--- config.mk ---
export PLATFORM = sky130hd
export DESIGN_NAME = bfu_dif_pair_feeder
export DESIGN_NICKNAME = d
export VERILOG_FILES = /design/src/rtl/bfu_fft_pkg.sv /design/src/rtl/bfu_half_buf.sv /design/src/rtl/bfu_dif_pair_feeder.sv
export SDC_FILE = /design/constraint.sdc
export NUM_CORES = 1
export LEC_CHECK = 0
export ABC_CLOCK_PERIOD_IN_PS = 2900
export CORE_UTILIZATION = 50
export DETAILED_ROUTE_END_ITERATION = 6
export PLACE_DENSITY = 0.71
export SLEW_MARGIN = 5
export SYNTH_ARGS = -nofsm -noshare
export SYNTH_HDL_FRONTEND = slang
export SYNTH_SLANG_ARGS = --single-unit
--- constraint.sdc ---
create_clock -name clk -period 2.9 [get_ports clk]
set_clock_uncertainty 0.2 [all_clocks]
set_input_delay 0.725 -clock clk [delete_from_list [all_inputs] [get_ports clk]]
set_output_delay 0.725 -clock clk [all_outputs]
set_load 0.01 [all_outputs]
--- src/rtl/bfu_fft_pkg.sv ---
// Shared definitions for the radix-2 DIF FFT stage blocks.
//
// Contents:
//   SAMPLE_W        width of one packed complex sample
//   RE_* / IM_*     bit bounds of the real and imaginary fields
//   feeder_state_e  pair-feeder FSM states (FILL, PAIR)
//   pack_sample()   builds a packed sample from real/imag halves
package bfu_fft_pkg;

    localparam int SAMPLE_W = 32;
    localparam int RE_LSB   = 0;
    localparam int RE_MSB   = 15;
    localparam int IM_LSB   = 16;
    localparam int IM_MSB   = 31;

    typedef enum logic {
        ST_FILL = 1'b0,
        ST_PAIR = 1'b1
    } feeder_state_e;

    function automatic logic [SAMPLE_W-1:0] pack_sample(input logic [RE_MSB-RE_LSB:0] re,
                                                        input logic [IM_MSB-IM_LSB:0] im);
        return {im, re};
    endfunction

endpackage

--- src/rtl/bfu_half_buf.sv ---
// Half-frame sample buffer for the pair feeder.
//
// DEPTH x SAMPLE_W storage, one synchronous write port and one
// asynchronous read port. Contents are not reset; every slot is written
// before it is read within a frame.
//
// Ports:
//   clk      in   clock
//   wr_en    in   write strobe
//   wr_addr  in   write slot
//   wr_data  in   write sample
//   rd_addr  in   read slot
//   rd_data  out  sample in rd_addr (combinational)
module bfu_half_buf
    import bfu_fft_pkg::*;
#(
    parameter  int DEPTH = 4,
    localparam int AW    = (DEPTH > 1) ? $clog2(DEPTH) : 1
) (
    input  logic                clk,
    input  logic                wr_en,
    input  logic [AW-1:0]       wr_addr,
    input  logic [SAMPLE_W-1:0] wr_data,
    input  logic [AW-1:0]       rd_addr,
    output logic [SAMPLE_W-1:0] rd_data
);

    logic [SAMPLE_W-1:0] mem_q [DEPTH];

    always_ff @(posedge clk) begin
        if (wr_en) begin
            mem_q[wr_addr] <= wr_data;
        end
    end

    assign rd_data = mem_q[rd_addr];

endmodule

--- src/rtl/bfu_dif_pair_feeder.sv ---
// Input stage of a radix-2 DIF FFT pipeline stage.
//
// Buffers the first half of each N-point frame, then during the second
// half emits the butterfly pair x[n], x[n+N/2] with its twiddle address.
// All outputs are registered: a pair appears one cycle after the edge
// that accepts its lower (b) sample.
//
// Optional feature: define BFU_FEEDER_FRAME_CHK_EN to check in_sof against
// the sample counter, raise a sticky sync_err on a mismatch and resync on
// a misplaced in_sof. Without it in_sof is ignored and sync_err is 0.
//
// Ports:
//   clk        in   clock, rising edge
//   reset_n    in   synchronous reset, active HIGH despite the name
//   in_data    in   packed sample {imag, real}
//   in_valid   in   in_data accepted on this edge
//   in_sof     in   first sample of a frame (qualified by in_valid)
//   a          out  upper butterfly input x[n]
//   b          out  lower butterfly input x[n+N/2]
//   tw_addr    out  twiddle ROM address for this pair
//   out_valid  out  a/b/tw_addr valid this cycle
//   out_sof    out  first pair of a frame
//   sync_err   out  sticky frame-alignment error
//
// Handshake: no backpressure. A sample is consumed on every edge where
// in_valid=1; out_valid is a one-cycle strobe that downstream must take.
module bfu_dif_pair_feeder
    import bfu_fft_pkg::*;
#(
    parameter int FFT_POINTS   = 8,
    parameter int TW_ROM_DEPTH = 4,
    parameter int TW_STRIDE    = 1,
    parameter int ADDR_W       = $clog2(TW_ROM_DEPTH)
) (
    input  logic                clk,
    input  logic                reset_n,
    input  logic [SAMPLE_W-1:0] in_data,
    input  logic                in_valid,
    input  logic                in_sof,
    output logic [SAMPLE_W-1:0] a,
    output logic [SAMPLE_W-1:0] b,
    output logic [ADDR_W-1:0]   tw_addr,
    output logic                out_valid,
    output logic                out_sof,
    output logic                sync_err
);

    localparam int HALF   = FFT_POINTS / 2;
    localparam int CNT_W  = $clog2(FFT_POINTS);
    localparam int HB_W   = CNT_W - 1;
    localparam int PROD_W = ADDR_W + CNT_W;

    feeder_state_e       state_q, state_d;
    logic [CNT_W-1:0]    cnt_q, cnt_d;
    logic [SAMPLE_W-1:0] a_q, a_d;
    logic [SAMPLE_W-1:0] b_q, b_d;
    logic [ADDR_W-1:0]   tw_q, tw_d;
    logic                out_valid_q, out_valid_d;
    logic                out_sof_q, out_sof_d;
    logic                sync_err_q, sync_err_d;

    // Counter/state as seen by this sample after any resync.
    feeder_state_e       eff_state;
    logic [CNT_W-1:0]    eff_cnt;
    logic                frame_mismatch;

    logic                wr_en;
    logic [HB_W-1:0]     rd_addr;
    logic [SAMPLE_W-1:0] rd_data;
    logic [PROD_W-1:0]   tw_prod;

    always_comb begin
        eff_state      = state_q;
        eff_cnt        = cnt_q;
        frame_mismatch = 1'b0;
`ifdef BFU_FEEDER_FRAME_CHK_EN
        frame_mismatch = in_valid && (in_sof != (cnt_q == '0));
        // A misplaced in_sof restarts the frame; a pair in progress is lost.
        if (frame_mismatch && in_sof) begin
            eff_state = ST_FILL;
            eff_cnt   = '0;
        end
`endif
    end

`ifndef BFU_FEEDER_FRAME_CHK_EN
    logic unused_in_sof;
    assign unused_in_sof = in_sof;
`endif

    // In PAIR the counter MSB is set, so cnt-N/2 is just its low bits.
    // A resync only ever lands in FILL, so the read slot never needs eff_cnt.
    assign rd_addr = cnt_q[HB_W-1:0];

    bfu_half_buf #(
        .DEPTH (HALF)
    ) u_half_buf (
        .clk     (clk),
        .wr_en   (wr_en),
        .wr_addr (eff_cnt[HB_W-1:0]),
        .wr_data (in_data),
        .rd_addr (rd_addr),
        .rd_data (rd_data)
    );

    always_comb begin
        state_d     = state_q;
        cnt_d       = cnt_q;
        a_d         = a_q;
        b_d         = b_q;
        tw_d        = tw_q;
        out_valid_d = 1'b0;
        out_sof_d   = 1'b0;
`ifdef BFU_FEEDER_FRAME_CHK_EN
        sync_err_d  = sync_err_q | frame_mismatch;
`else
        sync_err_d  = 1'b0;
`endif
        wr_en       = 1'b0;
        tw_prod     = '0;

        if (in_valid) begin
            // N is a power of two, so N-1 + 1 wraps to 0 on its own.
            cnt_d = eff_cnt + CNT_W'(1);
            if (eff_state == ST_FILL) begin
                wr_en = 1'b1;
                if (eff_cnt == CNT_W'(HALF - 1)) begin
                    state_d = ST_PAIR;
                end
            end else begin
                out_valid_d = 1'b1;
                out_sof_d   = (eff_cnt == CNT_W'(HALF));
                a_d         = rd_data;
                b_d         = in_data;
                tw_prod     = PROD_W'(eff_cnt[HB_W-1:0]) * PROD_W'(TW_STRIDE);
                tw_d        = ADDR_W'(tw_prod % PROD_W'(TW_ROM_DEPTH));
                if (eff_cnt == CNT_W'(FFT_POINTS - 1)) begin
                    state_d = ST_FILL;
                end
            end
        end
    end

    always_ff @(posedge clk) begin
        if (reset_n) begin
            state_q     <= ST_FILL;
            cnt_q       <= '0;
            a_q         <= '0;
            b_q         <= '0;
            tw_q        <= '0;
            out_valid_q <= 1'b0;
            out_sof_q   <= 1'b0;
            sync_err_q  <= 1'b0;
        end else begin
            state_q     <= state_d;
            cnt_q       <= cnt_d;
            a_q         <= a_d;
            b_q         <= b_d;
            tw_q        <= tw_d;
            out_valid_q <= out_valid_d;
            out_sof_q   <= out_sof_d;
            sync_err_q  <= sync_err_d;
        end
    end

    assign a         = a_q;
    assign b         = b_q;
    assign tw_addr   = tw_q;
    assign out_valid = out_valid_q;
    assign out_sof   = out_sof_q;
    assign sync_err  = sync_err_q;

endmodule

# After elaboration in Yosys (flattened, before gate mapping)
# Memories as Yosys holds them, arrays and structs flattened. A register that Yosys moved wholly into a read port is not among the register bits.
# Index checks and enable logic that the tools add are counted.
classes:
  add_sub_neg: 1
  n_eq_ne: 3
  mux: 8
  bitwise: 2
  reduce_logical: 3
ops:
  columns: ["op", "n"]
  rows:
  - ["$mux W1", 8]
  - ["$eq A3 B3 Y1 const B", 2]
  - ["$add A3 B1 Y3 const B", 1]
  - ["$eq A3 B2 Y1 const B", 1]
  - ["$reduce_or A3 Y1", 1]
  - ["$not A1 Y1", 2]
  - ["$reduce_and A2 Y1", 1]
  - ["$reduce_or A2 Y1", 1]
word_totals:
  regBits: 40
  mem_bits_rw: 128
  input_bits: 36
  output_inout_bits: 69
  mem_count: 1
memory_table:
  columns: ["name", "depth", "width", "rd", "rd_ports_with_merged_regs", "wr", "line_no", "text"]
  rows:
  - ["u_half_buf.mem_q", 4, 32, 1, 1, 1, "bfu_half_buf.sv:28", "logic [SAMPLE_W-1:0] mem_q [DEPTH];"]

# Logic depth before layout (Yosys ltp)
# Gate-level depths: netlist (run 1).
logic_depth:
  word_depth: 4
  depth_mapped: 6
  depth_no_buf: 4

# Hierarchy
# From an unflattened synthesis (run 1), not the netlist that was laid out.
unflattened:
  hier_cells: 499
  hier_area_um2: 7768.7
modules_own_cells:
  columns: ["module", "n_inst", "cells_each", "area_each_um2", "seq_area_each_um2"]
  rows:
  - ["bfu_half_buf", 1, 171, 4689.5, 3843.7]
  - ["bfu_dif_pair_feeder", 1, 328, 3079.2, 1441.4]

# Worst setup path after synthesis (run 1)
# OpenSTA, ideal clock, no wires.
synth_timing:
  path_type: "in2reg"
  start: "in in_valid"
  end: "mem u_half_buf.mem_q[0][0], enable pin"
  setup_ps: 392
  arrival_time_ps: 1895
  t_required_ps: 2308
  path_slack_ps: 413
  path_stages: 3
  path_cell_list: "buf_2 -> nor2b_1 -> and2_1"
synth_between:
  elab_chain_len: 3
synth_rtl:
  columns: ["item", "line_no", "text"]
  rows:
  - ["from (decl)", "bfu_dif_pair_feeder.sv:38", "input logic in_valid,"]
  - ["$mux W1", "bfu_dif_pair_feeder.sv:122", "if (in_valid) begin"]
  - ["$mux W1", "bfu_half_buf.sv:31", "if (wr_en) begin"]
  - ["$mux W1 (implied by the code)", "bfu_half_buf.sv:32", "mem_q[wr_addr] <= wr_data;"]
  - ["to (decl)", "bfu_half_buf.sv:28", null]
# Every way passes these cells.

# Worst setup path in the final report (run 1)
layout_timing:
  start: "reg a_q[3], in the netlist a[3] (read register of u_half_buf.mem_q)"
  end: "out a[3]"
layout_rtl:
  columns: ["item", "line_no", "text"]
  rows:
  - ["from (decl)", "bfu_dif_pair_feeder.sv:55", "logic [SAMPLE_W-1:0] a_q, a_d;"]
  - ["to (decl)", "bfu_dif_pair_feeder.sv:40", "output logic [SAMPLE_W-1:0] a,"]
# No word-level cell between the ends.

==> flow_summary.ini, run 1 <==
[grt]
overflow = 0
grt_pass1_vias = 4245
track_usage_pct = 20.7
grt_pass1_wl_mm = 22.3
antenna_found_initial = 0
grt_max_degree = 58

[sta]
clock.fmax_mhz = 434
setup_ws_ps = 594
whs_ps = 255
setup_viol = 0
final-max-slew-violation-count = 0
final_hold_viol_count = 0
rsz0062_at_grt = no
finalCritPeriodShare_pct = 79.5
layout_min_cycle_time_ps = 2310
finalSetupTns_ps = 0

[yosys]
synth_cells = 487
synth-compound-area-share_pct = 4.77
yosys.area_share.simple_pct = 7.78
yosys_warnings = 0
synth_xor_area_share_pct = 0.243
synth-seq-cells = 200
synth_top_family_by_area = multiplexers
synthesis.area_um2 = 7220
syn_avg_cell_area_um2 = 14.8
yosys.cell_types.count = 22
synth_fa_ha_area_share_pct = 0.693
yosysSeqAreaShare_pct = 73.2
synthMuxAreaShare_pct = 10.4
syn-num-nets = 527

[power]
p_total_mw = 5.83
switching_share_pct = 20.1
pwr-share-comb_pct = 6.6
clkPwrFrac_pct = 39.2
p_sw_mw = 1.17
p_seq_share_pct = 54.2
ir_drop_mv = 0.356
intPower_mw = 4.66
p_leak_nw = 2.93
cellPowerDensity_nw_per_um2 = 640

[layout]
finish.instance_area_um2 = 9100
final_cells = 786
drive_above_1_share_pct = 12.7
n_fill_cell = 966
fin_nets = 633
n_antenna_cell = 0
final_util_pct = 65.1
synthToLayoutAreaGrowth_pct = 26.1

[placement]
dp_cells = 754
gp_congestion = 0.734
place_area_um2 = 8540
io_buffers = 102
dp_hpwl_mm = 8.76
place_ws_ps = 363

[die]
rows = 43
die_y_um = 122
num_io_pins = 105
fp.dieW_um = 122
core_um2 = 14000
dieArea_um2 = 14900
initial_core_util_pct = 51.6

[detailed_routing]
num_vias = 4254
wire_per_inst_um = 18.0
ant_nets = 0
drt_iter0_markers = 218
drt_wl_total_mm = 14.2
dr.pass1.iters = 4
drc = 0
via_per_inst = 5.41

[clocking]
cts_buffers = 17
cts_sinks = 200
clockRootBuffer = clkbuf_16
insertion_delay_ps = 430
cts_resized = 0
cts.htree.levels = 4
cts_hold_buf = 0
clkTransAtPathRegs_ps = 70
cts_tree = built
cts_buffer_depth = 2
post-cts-setup-buffers = 0

[critical_path]
path_delay_family = buffers and inverters
startpoint_type = register
worstSetupPathType = reg -> out
crit_arrival_ps = 1380
critPathRequiredTime_ps = 1980
slowest_stage = clkdlybuf4s50_1
end_kind = primary output
max_stage_delay_ps = 570
crit_fanout = 2
path_cells = clkdlybuf4s50_1
worst-path-buf-inv = 1

[outcome]
status = finished clean

[min_path]
hold_path.class = reg -> reg

[job]
max-cap-violations = 0
cells in the final DEF (no fill, tap or decap):
cell type and count:
clkinv_2 3, edfxtp_1 128, mux2i_1 1, dfxtp_1 70, and2_2 5, nor2_1 4, bufinv_16 3, xnor2_1 1
ha_1 4, clkdlybuf4s50_1 101, nor2b_1 1, buf_2 1, clkinvlp_4 1, mux4_2 27, xor2_1 1, clkinv_1 6
nand2_2 1, buf_12 11, dfxtp_2 2, a21oi_1 67, clkbuf_16 17, inv_1 2, clkbuf_1 2, and3_1 1
a311oi_1 1, mux4_1 5, conb_1 1, buf_4 6, nand2_1 133
layer usage:
| metal | vias up | track usage (%) | routed length, um |
|---|---|---|---|
| met5 | - | 0 | 0 |
| met4 | 0 | 9.91 | 318 |
| met3 | 24 | 3.84 | 585 |
| met2 | 120 | 34.3 | 7350 |
| met1 | 2144 | 26.3 | 5910 |
| li1 | 1966 | - | - |
cells by family (layout without fill, tap and decap cells):
family | count (synthesis) | count (layout)
adders and majority gates | 4 | 4
AOI/OAI and AO/OA | 68 | 68
xor gates and xnor gates | 2 | 2
buffers and inverters | 34 | 153
other | 1 | 1
muxes | 33 | 33
DFF | 200 | 200
and+or+nand+nor | 145 | 145
power groups by stage:
stage | registers, mW | logic (mW) | clock network [mW]
6_report | 3.16 | 0.387 | 2.29
4_1_cts | 3.16 | 0.393 | 2.32
3_5_place_dp | 3.22 | 0.390 | 0
3_3_place_gp | 3.21 | 0.382 | 0
2_1_floorplan | 3.21 | 0.238 | 0
5_1_grt | 3.16 | 0.417 | 2.43
flip-flops by register name, indices dropped and copies added, names as in the netlist, named ones only:
name,flops
a,32
u_half_buf.mem_q,128
tw_addr,2
cnt_q,3
out_valid,1
b,32
out_sof,1
synthesized netlist by cell type:
library cell	count	area share, %
a21oi_1	67	4.6
nor2_1	4	0.21
xnor2_1	1	0.12
nand2_1	134	7.0
ha_1	4	0.69
and3_1	1	0.087
a311oi_1	1	0.12
buf_4	2	0.21
xor2_1	1	0.12
and2_1	5	0.43
mux2i_1	1	0.14
clkbuf_1	13	0.68
buf_2	13	0.90
buf_6	1	0.16
nor2b_1	1	0.087
mux4_1	5	1.8
buf_12	3	0.83
inv_1	2	0.10
conb_1	1	0.052
dfxtp_1	72	20
mux4_2	27	8.4
edfxtp_1	128	53
area by class of cell:
class                   instances  area, um2  share of cell area [%]
flip-flops and latches        200       5290                    58.1
multi-input cells             253       1740                    19.1
repair buffers                119       1280                    14.1
clock buffers                  19        433                    4.75
well taps                     180        225                    2.47
clock inverters                13        135                    1.48
inverters                       2       7.51                  0.0825
path summary, 6_finish.rpt:
check,startpoint,to,slack [ps],depth (start not counted)
worst min-delay path,a[8],a[8],250,2
worst min register to register,a[8],a[8],250,2
worst max-delay path,a[3],a[3],590,1
worst max register to register,cnt_q[0],a[27],930,4
Note: power is estimated with default switching activity, not from simulation.
==> run 2, diff against run 1 <==
--- a/config.mk
+++ b/config.mk
@@ -5,7 +5,7 @@
 export SDC_FILE = /design/constraint.sdc
 export NUM_CORES = 1
 export LEC_CHECK = 0
-export ABC_CLOCK_PERIOD_IN_PS = 2900
+export ABC_CLOCK_PERIOD_IN_PS = 2300
 export CORE_UTILIZATION = 50
 export DETAILED_ROUTE_END_ITERATION = 6
 export PLACE_DENSITY = 0.71
==> constraint.sdc (replaced) <==
create_clock -name clk -period 2.3 [get_ports clk]
set_clock_uncertainty 0.2 [all_clocks]
set_input_delay 0.575 -clock clk [delete_from_list [all_inputs] [get_ports clk]]
set_output_delay 0.575 -clock clk [all_outputs]
set_load 0.01 [all_outputs]
==> run 2 against run 1 <==
- cell count increased by 0.51%
- non-clock buffer count rose by 4
- die area unchanged
- count of clock-buffer cells in the layout did not move
- wire length is 3.2% lower
- combinational power rose by 28%
- largest power group unchanged
- highest routed layer unchanged
==> flow_summary.ini, run 2 (synthesis gave the netlist of run 1 again) <==
[critical_path]
path_delay_family = buffers and inverters
worstSetupPathType = reg -> out
r2r-start = cnt_q[0]
max_stage_delay_ps = 580
path_depth = 1
worst-path-buf-inv = 1
reg2regPathDepth = 5
crit_arrival_ps = 1390
crit_fanout = 2
endpoint = a[3]
r2r_end = u_half_buf.mem_q[0][5]
crit_start = a[3]
slowest_stage = clkdlybuf4s50_1
critPathRequiredTime_ps = 1520
startpoint_type = register
end_kind = primary output
path_cells = clkdlybuf4s50_1
regToRegSetupSlack_ps = 510

[grt]
antenna_found_initial = 0
track_usage_pct = 20.0
grt_pass1_vias = 4139
grt_pass1_wl_mm = 21.6
overflow = 0
grt_max_degree = 49

[detailed_routing]
num_vias = 4152
ant_nets = 0
dr.pass1.iters = 4
drt_iter0_markers = 305
via_per_inst = 5.26
drc = 0
drt_wl_total_mm = 13.7
wire_per_inst_um = 17.3

[power]
p_total_mw = 7.45
clkPwrFrac_pct = 40.0
cellPowerDensity_nw_per_um2 = 813
intPower_mw = 5.92
p_sw_mw = 1.52
pwr-share-comb_pct = 6.7
p_leak_nw = 2.96
p_seq_share_pct = 53.3
switching_share_pct = 20.4
ir_drop_mv = 0.588

[min_path]
hold_depth = 2
hold_path.class = reg -> reg

[sta]
setup_viol = 0
clock.fmax_mhz = 461
finalCritPeriodShare_pct = 94.3
final-max-slew-violation-count = 0
rsz0062_at_grt = no
finalSetupTns_ps = 0
setup_ws_ps = 132
final_hold_viol_count = 0
layout_min_cycle_time_ps = 2170

[layout]
largest_reg_flops = 128
final_common_cell = nand2_1
synthToLayoutAreaGrowth_pct = 26.9
mostFrequentLayoutCells = nand2_1 (133), edfxtp_1 (128), clkdlybuf4s50_1 (101), dfxtp_1 (70), a21oi_1 (67)
fin_nets = 637
drive_above_1_share_pct = 14.3
n_antenna_cell = 0
regMostFlops = u_half_buf.mem_q

[clocking]
clkTransAtPathRegs_ps = 70
cts_tree = built
cts_buffers = 17
cts_sinks = 200
cts_resized = 0
cts_hold_buf = 0
insertion_delay_ps = 430
cts_buffer_depth = 2
clockRootBuffer = clkbuf_16
post-cts-setup-buffers = 0
cts.htree.levels = 4

[die]
die_y_um = 122
initial_core_util_pct = 51.6
num_io_pins = 105
fp.dieW_um = 122
dieArea_um2 = 14900
core_um2 = 14000
rows = 43

[placement]
gp_congestion = 0.744
place_ws_ps = 20.6
dp_hpwl_mm = 8.50
io_buffers = 102

[outcome]
status = finished clean

[job]
max-cap-violations = 0
## run 2: cell count changes in the layout (fill, tap and decap cells not counted)
| cell | delta |
|---|---|
| clkinv_2 | +1 |
| clkbuf_8 | +1 |
| clkinv_4 | +2 |
| clkinvlp_4 | +2 |
| clkbuf_1 | -1 |
| clkinv_1 | -5 |
| buf_4 | +4 |
## run 2: layer usage
layer | share of wire [%] | wire, um | track usage (%)
met5 | 0 | 0 | 0
met2 | 50 | 6840 | 32.9
met1 | 43 | 5850 | 25.8
met4 | 1.3 | 184 | 7.47
met3 | 6.0 | 819 | 4.92
## run 2: cell type report
type	count	area (um2)
Sequential cell	200	5290
Fill cell	1018	4820
Multi-Input combinational cell	253	1740
Timing Repair Buffer	123	1310
Clock buffer	19	443
Tap cell	180	225
Clock inverter	13	154
Inverter	2	7.51
## run 2: worst min path at each step
stage                  start  endpoint  slack, ps
CTS                    a[13]     a[13]        260
finish                  b[8]      b[8]        250
global route            b[8]      b[8]        270
detailed placement     a[13]     a[13]        250
global placement        b[8]      b[8]        240
floorplan           cnt_q[2]  register        260
## run 2: power by group through the flow
stage | Clock, mW | Combinational, mW | Sequential [mW]
5_1_grt | 3.17 | 0.540 | 3.98
2_1_floorplan | 0 | 0.302 | 4.04
6_report | 2.98 | 0.497 | 3.97
3_5_place_dp | 0 | 0.504 | 4.05
3_3_place_gp | 0 | 0.497 | 4.04
4_1_cts | 3.03 | 0.508 | 3.97
## run 2: metrics by stage
| stage | area [um2] | hold slack, ps | util (%) | std cells |
|---|---|---|---|---|
| finish | 9160 | 254 | 65.5 | 790 |
| global route | 9160 | 273 | 65.5 | 790 |
| CTS | 9160 | 257 | 65.5 | 790 |
| detailed placement | 8570 | 247 | 61.2 | 758 |
| global placement | 8570 | 240 | 61.2 | 758 |
| floorplan | 7220 | 264 | - | 487 |
==> run 3, diff against run 2 <==
--- a/config.mk
+++ b/config.mk
@@ -5,7 +5,6 @@
 export SDC_FILE = /design/constraint.sdc
 export NUM_CORES = 1
 export LEC_CHECK = 0
-export ABC_CLOCK_PERIOD_IN_PS = 2300
 export CORE_UTILIZATION = 50
 export DETAILED_ROUTE_END_ITERATION = 6
 export PLACE_DENSITY = 0.71
==> results of run 3 <==
The final DEF is identical to that of run 2; final timing and power are the same.
